===== config.mk =====
export PLATFORM = sky130hd
export DESIGN_NAME = ttl_595_shift_latch_flat
export DESIGN_NICKNAME = d
export VERILOG_FILES = /design/src/rtl/ttl_pkg.sv /design/src/rtl/ttl_595_shift_latch_if.sv /design/src/rtl/ttl_rise_detect.sv /design/src/rtl/ttl_595_shift_latch.sv /design/src/flat_wrapper.sv
export SDC_FILE = /design/constraint.sdc
export NUM_CORES = 1
export LEC_CHECK = 0
export BUFFER_PORTS_ARGS = -buffer_cell sky130_fd_sc_hd__buf_2
export CAP_MARGIN = 0
export CORE_MARGIN = 2
export CORE_UTILIZATION = 45
export DETAILED_ROUTE_END_ITERATION = 16
export PLACE_DENSITY = 0.71
export SLEW_MARGIN = 30
export SYNTH_ARGS = -nofsm -noshare
export SYNTH_HDL_FRONTEND = slang
export SYNTH_SLANG_ARGS = --single-unit

===== constraint.sdc =====
create_clock -name CLK -period 1.15 [get_ports CLK]
set_input_delay 0.115 -clock CLK [delete_from_list [all_inputs] [get_ports CLK]]
set_output_delay 0.115 -clock CLK [all_outputs]
set_load 0.1 [all_outputs]

===== src/rtl/ttl_pkg.sv =====
// Shared definitions for the 74xx sequential logic models.
// The edge typedef is reused by the 74165 and other clocked parts.
package ttl_pkg;

  localparam int TTL595_WIDTH = 8;

  typedef enum logic [1:0] {
    EDGE_NONE = 2'b00,
    EDGE_RISE = 2'b01,
    EDGE_FALL = 2'b10,
    EDGE_BOTH = 2'b11
  } ttl_edge_e;

endpackage


===== src/rtl/ttl_595_shift_latch_if.sv =====
// Pin-level bundle of the 74HC595 model: board-side controls in, latched outputs back.
interface ttl_595_shift_latch_if
  import ttl_pkg::*;
#(
  parameter int WIDTH = TTL595_WIDTH
);

  logic             SER;
  logic             SRCLK;
  logic             RCLK;
  logic             SRCLR_N;
  logic             OE_N;
  logic [WIDTH-1:0] Q;
  logic             Q_OE;
  logic             QH_S;

  modport master (
    output SER, SRCLK, RCLK, SRCLR_N, OE_N,
    input  Q, Q_OE, QH_S
  );

  modport slave (
    input  SER, SRCLK, RCLK, SRCLR_N, OE_N,
    output Q, Q_OE, QH_S
  );

endinterface


===== src/rtl/ttl_rise_detect.sv =====
// Converts a level that is synchronous to clk into a one-cycle rising-edge pulse.
// The history flop resets to 1, so a level held high through reset yields no pulse.
module ttl_rise_detect (
  input  logic clk,
  input  logic rst,
  input  logic level,
  output logic pulse
);

  logic level_q;

  always_ff @(posedge clk or posedge rst) begin
    if (rst) begin
      level_q <= 1'b1;
    end else begin
      level_q <= level;
    end
  end

  assign pulse = level & ~level_q;

endmodule


===== src/rtl/ttl_595_shift_latch.sv =====
// Cycle-accurate SN74HC595 model: serial shift register, storage latch, output enable.
// SRCLK and RCLK are level inputs whose rising edges are detected on CLK.
module ttl_595_shift_latch
  import ttl_pkg::*;
#(
  parameter int WIDTH = TTL595_WIDTH
) (
  input  logic                  CLK,
  input  logic                  RST,
  ttl_595_shift_latch_if.slave  bus
);

  logic [WIDTH-1:0] sr;
  logic [WIDTH-1:0] st;
  logic             sr_edge;
  logic             st_edge;

  ttl_rise_detect u_srclk_edge (
    .clk   (CLK),
    .rst   (RST),
    .level (bus.SRCLK),
    .pulse (sr_edge)
  );

  ttl_rise_detect u_rclk_edge (
    .clk   (CLK),
    .rst   (RST),
    .level (bus.RCLK),
    .pulse (st_edge)
  );

  // Clear wins over a coincident shift edge, as on the real part.
  always_ff @(posedge CLK or posedge RST) begin
    if (RST) begin
      sr <= '0;
    end else if (!bus.SRCLR_N) begin
      sr <= '0;
    end else if (sr_edge) begin
      sr <= {sr[WIDTH-2:0], bus.SER};
    end
  end

  // Storage samples the pre-update shift register, so tied SRCLK/RCLK lags one stage.
  always_ff @(posedge CLK or posedge RST) begin
    if (RST) begin
      st <= '0;
    end else if (st_edge) begin
      st <= sr;
    end
  end

  assign bus.Q    = bus.OE_N ? '0 : st;
  assign bus.Q_OE = ~bus.OE_N;
  assign bus.QH_S = sr[WIDTH-1];

endmodule


===== src/flat_wrapper.sv =====
// flat-port wrapper written by rule: the top's interface ports become plain ports
module ttl_595_shift_latch_flat import ttl_pkg::*;
#(
  parameter int WIDTH = TTL595_WIDTH
)
  (CLK, RST, bus_SER, bus_SRCLK, bus_RCLK, bus_SRCLR_N, bus_OE_N, bus_Q, bus_Q_OE, bus_QH_S);
  ttl_595_shift_latch_if #(.WIDTH(WIDTH)) bus_i ();
  input  logic CLK;
  input  logic RST;
  input wire logic [$bits(bus_i.SER)-1:0] bus_SER;
  input wire logic [$bits(bus_i.SRCLK)-1:0] bus_SRCLK;
  input wire logic [$bits(bus_i.RCLK)-1:0] bus_RCLK;
  input wire logic [$bits(bus_i.SRCLR_N)-1:0] bus_SRCLR_N;
  input wire logic [$bits(bus_i.OE_N)-1:0] bus_OE_N;
  output wire logic [$bits(bus_i.Q)-1:0] bus_Q;
  output wire logic [$bits(bus_i.Q_OE)-1:0] bus_Q_OE;
  output wire logic [$bits(bus_i.QH_S)-1:0] bus_QH_S;
  assign bus_i.SER = bus_SER;
  assign bus_i.SRCLK = bus_SRCLK;
  assign bus_i.RCLK = bus_RCLK;
  assign bus_i.SRCLR_N = bus_SRCLR_N;
  assign bus_i.OE_N = bus_OE_N;
  assign bus_Q = bus_i.Q;
  assign bus_Q_OE = bus_i.Q_OE;
  assign bus_QH_S = bus_i.QH_S;
  ttl_595_shift_latch #(.WIDTH(WIDTH)) u_core (.CLK(CLK), .RST(RST), .bus(bus_i));
endmodule

======== Yosys cells after proc, flatten, opt, wreduce, memory -nomap -nowiden ========
Index checks and enable logic that the tools add are counted.
storage, ports and cells
  flip-flop bits (word level) ............. 18
  bits of input ports ..................... 7
  output and inout bits ................... 10
  logic and storage cells ................. 13
cells by class
  eq/ne operators ......................... 1
  mux-type cells .......................... 3
  bitwise gates (word level) .............. 5
operators by type and width
  cell                                            count
  2-to-1 mux 8 bit                                3
  NOT 1 bit                                       3
  bitwise AND 1 bit                               2
  != test 2 x 1 -> 1 bit (second input constant)  1

======== Longest topological paths before layout ========
  word-level depth ........................ 4
  depth in mapped cells ................... 3
  mapped depth without buffers ............ 2

======== Cells and area by module ========
A second synthesis with hierarchy kept.
second synthesis, totals
  cells, all modules ...................... 58
  area, all modules ....................... 818.3 µm²
by module, submodules not included
  module               instances  cells an instance  area an instance (µm²)  seq. area each (µm²)
  ttl_595_shift_latch  1          52                 730.7                   400.4
  ttl_rise_detect      2          3                  43.8                    26.3

======== Worst setup path after synthesis ========
Ideal clock, no wire load.
  path type ............................... reg-to-output
  start point ............................. register u_core.st[3]
  end point ............................... output bus_Q[3]
  arrival ................................. 1.677 ns
  required time ........................... 1.035 ns
  setup slack ............................. -0.642 ns
  cell stages (with the launch flop) ...... 2
  path buffers ............................ 0
  path through ............................ dfrtp_1 -> nor2b_1
on the way
  longest elaborated chain between the ends .. 1
ends and longest elaborated chain
  what                    line                       text
  start, declared         ttl_595_shift_latch.sv:14  logic [WIDTH-1:0] st;
  start signal, assigned  ttl_595_shift_latch.sv:48  st <= sr;
  2-to-1 mux 8 bit        ttl_595_shift_latch.sv:52  assign bus.Q = bus.OE_N ? '0 : st;
  end, declared           flat_wrapper.sv:15         output wire logic [$bits(bus_i.Q)-1:0] bus_Q;
No other way between the ends.

======== Worst setup path after layout ========
  start point ............................. register u_core.st[4]
  end point ............................... output bus_Q[4]
The elaborated chain is that of the path after synthesis.

==> out/metrics.cfg <==
[critical_path]
reg2reg_slack_ps = 6
worstSetupPathType = flop to output port
setup.worst_path.start_class = flop
r2r_cells = 2
crit_fanout = 2
cp_data_required_time_ps = 1030
worstSetupEndpointType = output port
worst_ep_arrival_time_ps = 1030
r2r-end = u_core.st[5]
r2r-start = u_core.u_rclk_edge.level_q

[floorplan]
die_h_um = 45.4
start_util = 0.495
dieWidth_um = 45.4
core_area_um2 = 1560
num_rows = 14
ios = 17
die-area_um2 = 2060

[timing]
tns_ps = 0
slew_headroom = 0.853
finalHoldViolations = 0
rsz0062_at_grt = yes
period_share = 0.995
setup_viol = 0
max_clock_freq_mhz = 874
worst_pin_slew_ps = 221
worst_slack_ps = 5.61
fin_skew_ps = 4.25
layout_min_cycle_time_ps = 1140
finalMaxSlewViolations = 0

[logic_synthesis]
syn_nets = 65
yosysWarnings = 0
synth_top_cell_by_area = dfrtp_1
synthTopCellsByArea = dfrtp_1 52%, mux2i_1 10%, mux2_4 7.8%
syn-mean-instance-area_um2 = 13.3
synthDistinctLibCells = 13
synth_cells = 58
syn-cell-area_um2 = 772
synth_seq_cells = 18
ys_seq_area_frac = 0.587
synth_top_area_share = 0.519

[final_layout]
fill_cells = 98
seqCellArea_um2 = 454
nets = 94
diodes = 0
multi_input_area_um2 = 374
drive_gt1_frac = 0.558
finish.utilization = 0.789
final_cell_area_um2 = 1230
area_growth_pct = 59.3

[cts]
htree_levels = 1
clk_latency_ps = 280
cts_buffers = 3
cts_tree = built
root_buffer = clkbuf_4
cts_sinks = 18
clk_pin_slew_worst_paths_ps = 100
clk_path_buf_depth = 2

[power]
clockPowerShare = 0.315
irDropWorstVdd_mv = 1.13
p_per_area_nw_per_um2 = 967
swShare = 0.233
p_comb_frac = 0.138
p_int_w = 0.000912
p_switching_w = 0.000277
sequentialPowerShare = 0.547
p_leak_nw = 0.605

[global_route]
grt_pass1_wl_mm = 2.21
antenna_found_initial = 0
grt_pass1_vias = 524
grt_max_degree = 19
gr-total-overflow = 0
track_usage = 0.154

[min_path]
hold_depth = 3
hold_start = bus_SER
holdPathEnd = u_core.sr[0]
hold_path.class = input port to flop

[detailed_routing]
dr.pass1.iters = 2
routedWlPerCell_um = 13.8
vias = 502
via_per_inst = 4.92
ant_nets = 0
first_iter_violations = 1
drc_errors = 0
wirelength_mm = 1.41

[placed_design]
io_buffers = 16
place_ws_ps = 22.3
gp_congestion = 0.696
dpl-instance-area_um2 = 1110
hpwl_mm = 1.01

[flow_run]
drv_cap = 0

[status]
status = finished clean

power groups by stage:
| stage | sequential, W | combinational, W | clock (W) |
|---|---|---|---|
| global route | 0.000652 | 0.000173 | 0.000415 |
| floorplan | 0.000661 | 0.0000864 | 0 |
| detailed placement | 0.000662 | 0.000153 | 0 |
| finish | 0.000650 | 0.000164 | 0.000375 |
| global placement | 0.000662 | 0.000151 | 0 |
| CTS | 0.000650 | 0.000162 | 0.000384 |
cells in the mapped netlist (all sizes together):
master  instances
mux2i           8
clkbuf          1
nand2b          2
nor2b           8
and2b           1
inv             2
mux2            8
nand2           9
buf             1
dfrtp          16
dfstp           2
cell families (layout without fill, tap and decap cells):
kind of cell | Yosys count | after routing | share of synthesized area
buffers and inverters | 4 | 32 | 0.0259
flip-flops | 18 | 18 | 0.587
AND/OR/NAND/NOR | 20 | 20 | 0.147
multiplexers | 16 | 16 | 0.240
registers in the layout, summed over array words and instances, names as in the netlist:
name and flops:
u_core.u_rclk_edge.level_q 1, u_core.st 8, u_core.u_srclk_edge.level_q 1, u_core.sr 8
what timing repair did:
action,4_1_cts,5_1_grt
setup endpoints to repair,2,11
buffers inserted,0,4
hold endpoints to repair,18,0
hold buffers,3,0
resized for setup,1,4
layer usage:
metal / vias up / routed length (um) / GRT usage
li1: 244 / - / -
met3: 0 / 58 / 0.0714
met4: 0 / 0 / 0.0176
met5: - / 0 / 0
met1: 246 / 574 / 0.179
met2: 12 / 774 / 0.268
final cells by class:
type | instances | share of cell area
tap | 16 | 0.0163
multi-input combinational | 36 | 0.304
timing repair buffer | 26 | 0.275
inverter | 2 | 0.00610
clock buffer | 4 | 0.0295
sequential | 18 | 0.369
worst max path at each step:
stage                         endpoint  slack, ps                       start  cells after the start
final                         bus_Q[4]          6                u_core.st[4]                      2
after floorplan               bus_Q[3]       -110                u_core.st[3]                      1
after detailed placement  u_core.st[5]         20  u_core.u_rclk_edge.level_q                      2
after global routing          bus_Q[4]        -30                u_core.st[4]                      2
after CTS                     bus_Q[4]         -1                u_core.st[4]                      2
after global placement    u_core.st[6]         40  u_core.u_rclk_edge.level_q                      2
placed cells by master (no fill, tap or decap), types with 2 or more instances in the layout:
cell type,count
dlygate4sd3_1,3
mux2_4,8
dfstp_2,2
nor2b_4,8
buf_4,5
buf_12,12
mux2i_1,8
inv_1,2
dfrtp_1,15
buf_2,6
clkbuf_4,3
nand2_1,9
worst max-delay path: stages (launching register included):
cell and delay [ps]:
dfrtp_1 380, nor2b_4 180, buf_12 180
through the flow:
step,hold slack [ps],total power [W],cells
2_1_floorplan,52.0,0.000747,58
3_3_place_gp,134,0.000813,91
3_5_place_dp,133,0.000815,91
4_1_cts,58.8,0.00120,98
5_1_grt,55.7,0.00124,102
6_report,64.7,0.00119,102
No activity file was read; power rests on OpenSTA's default activity.
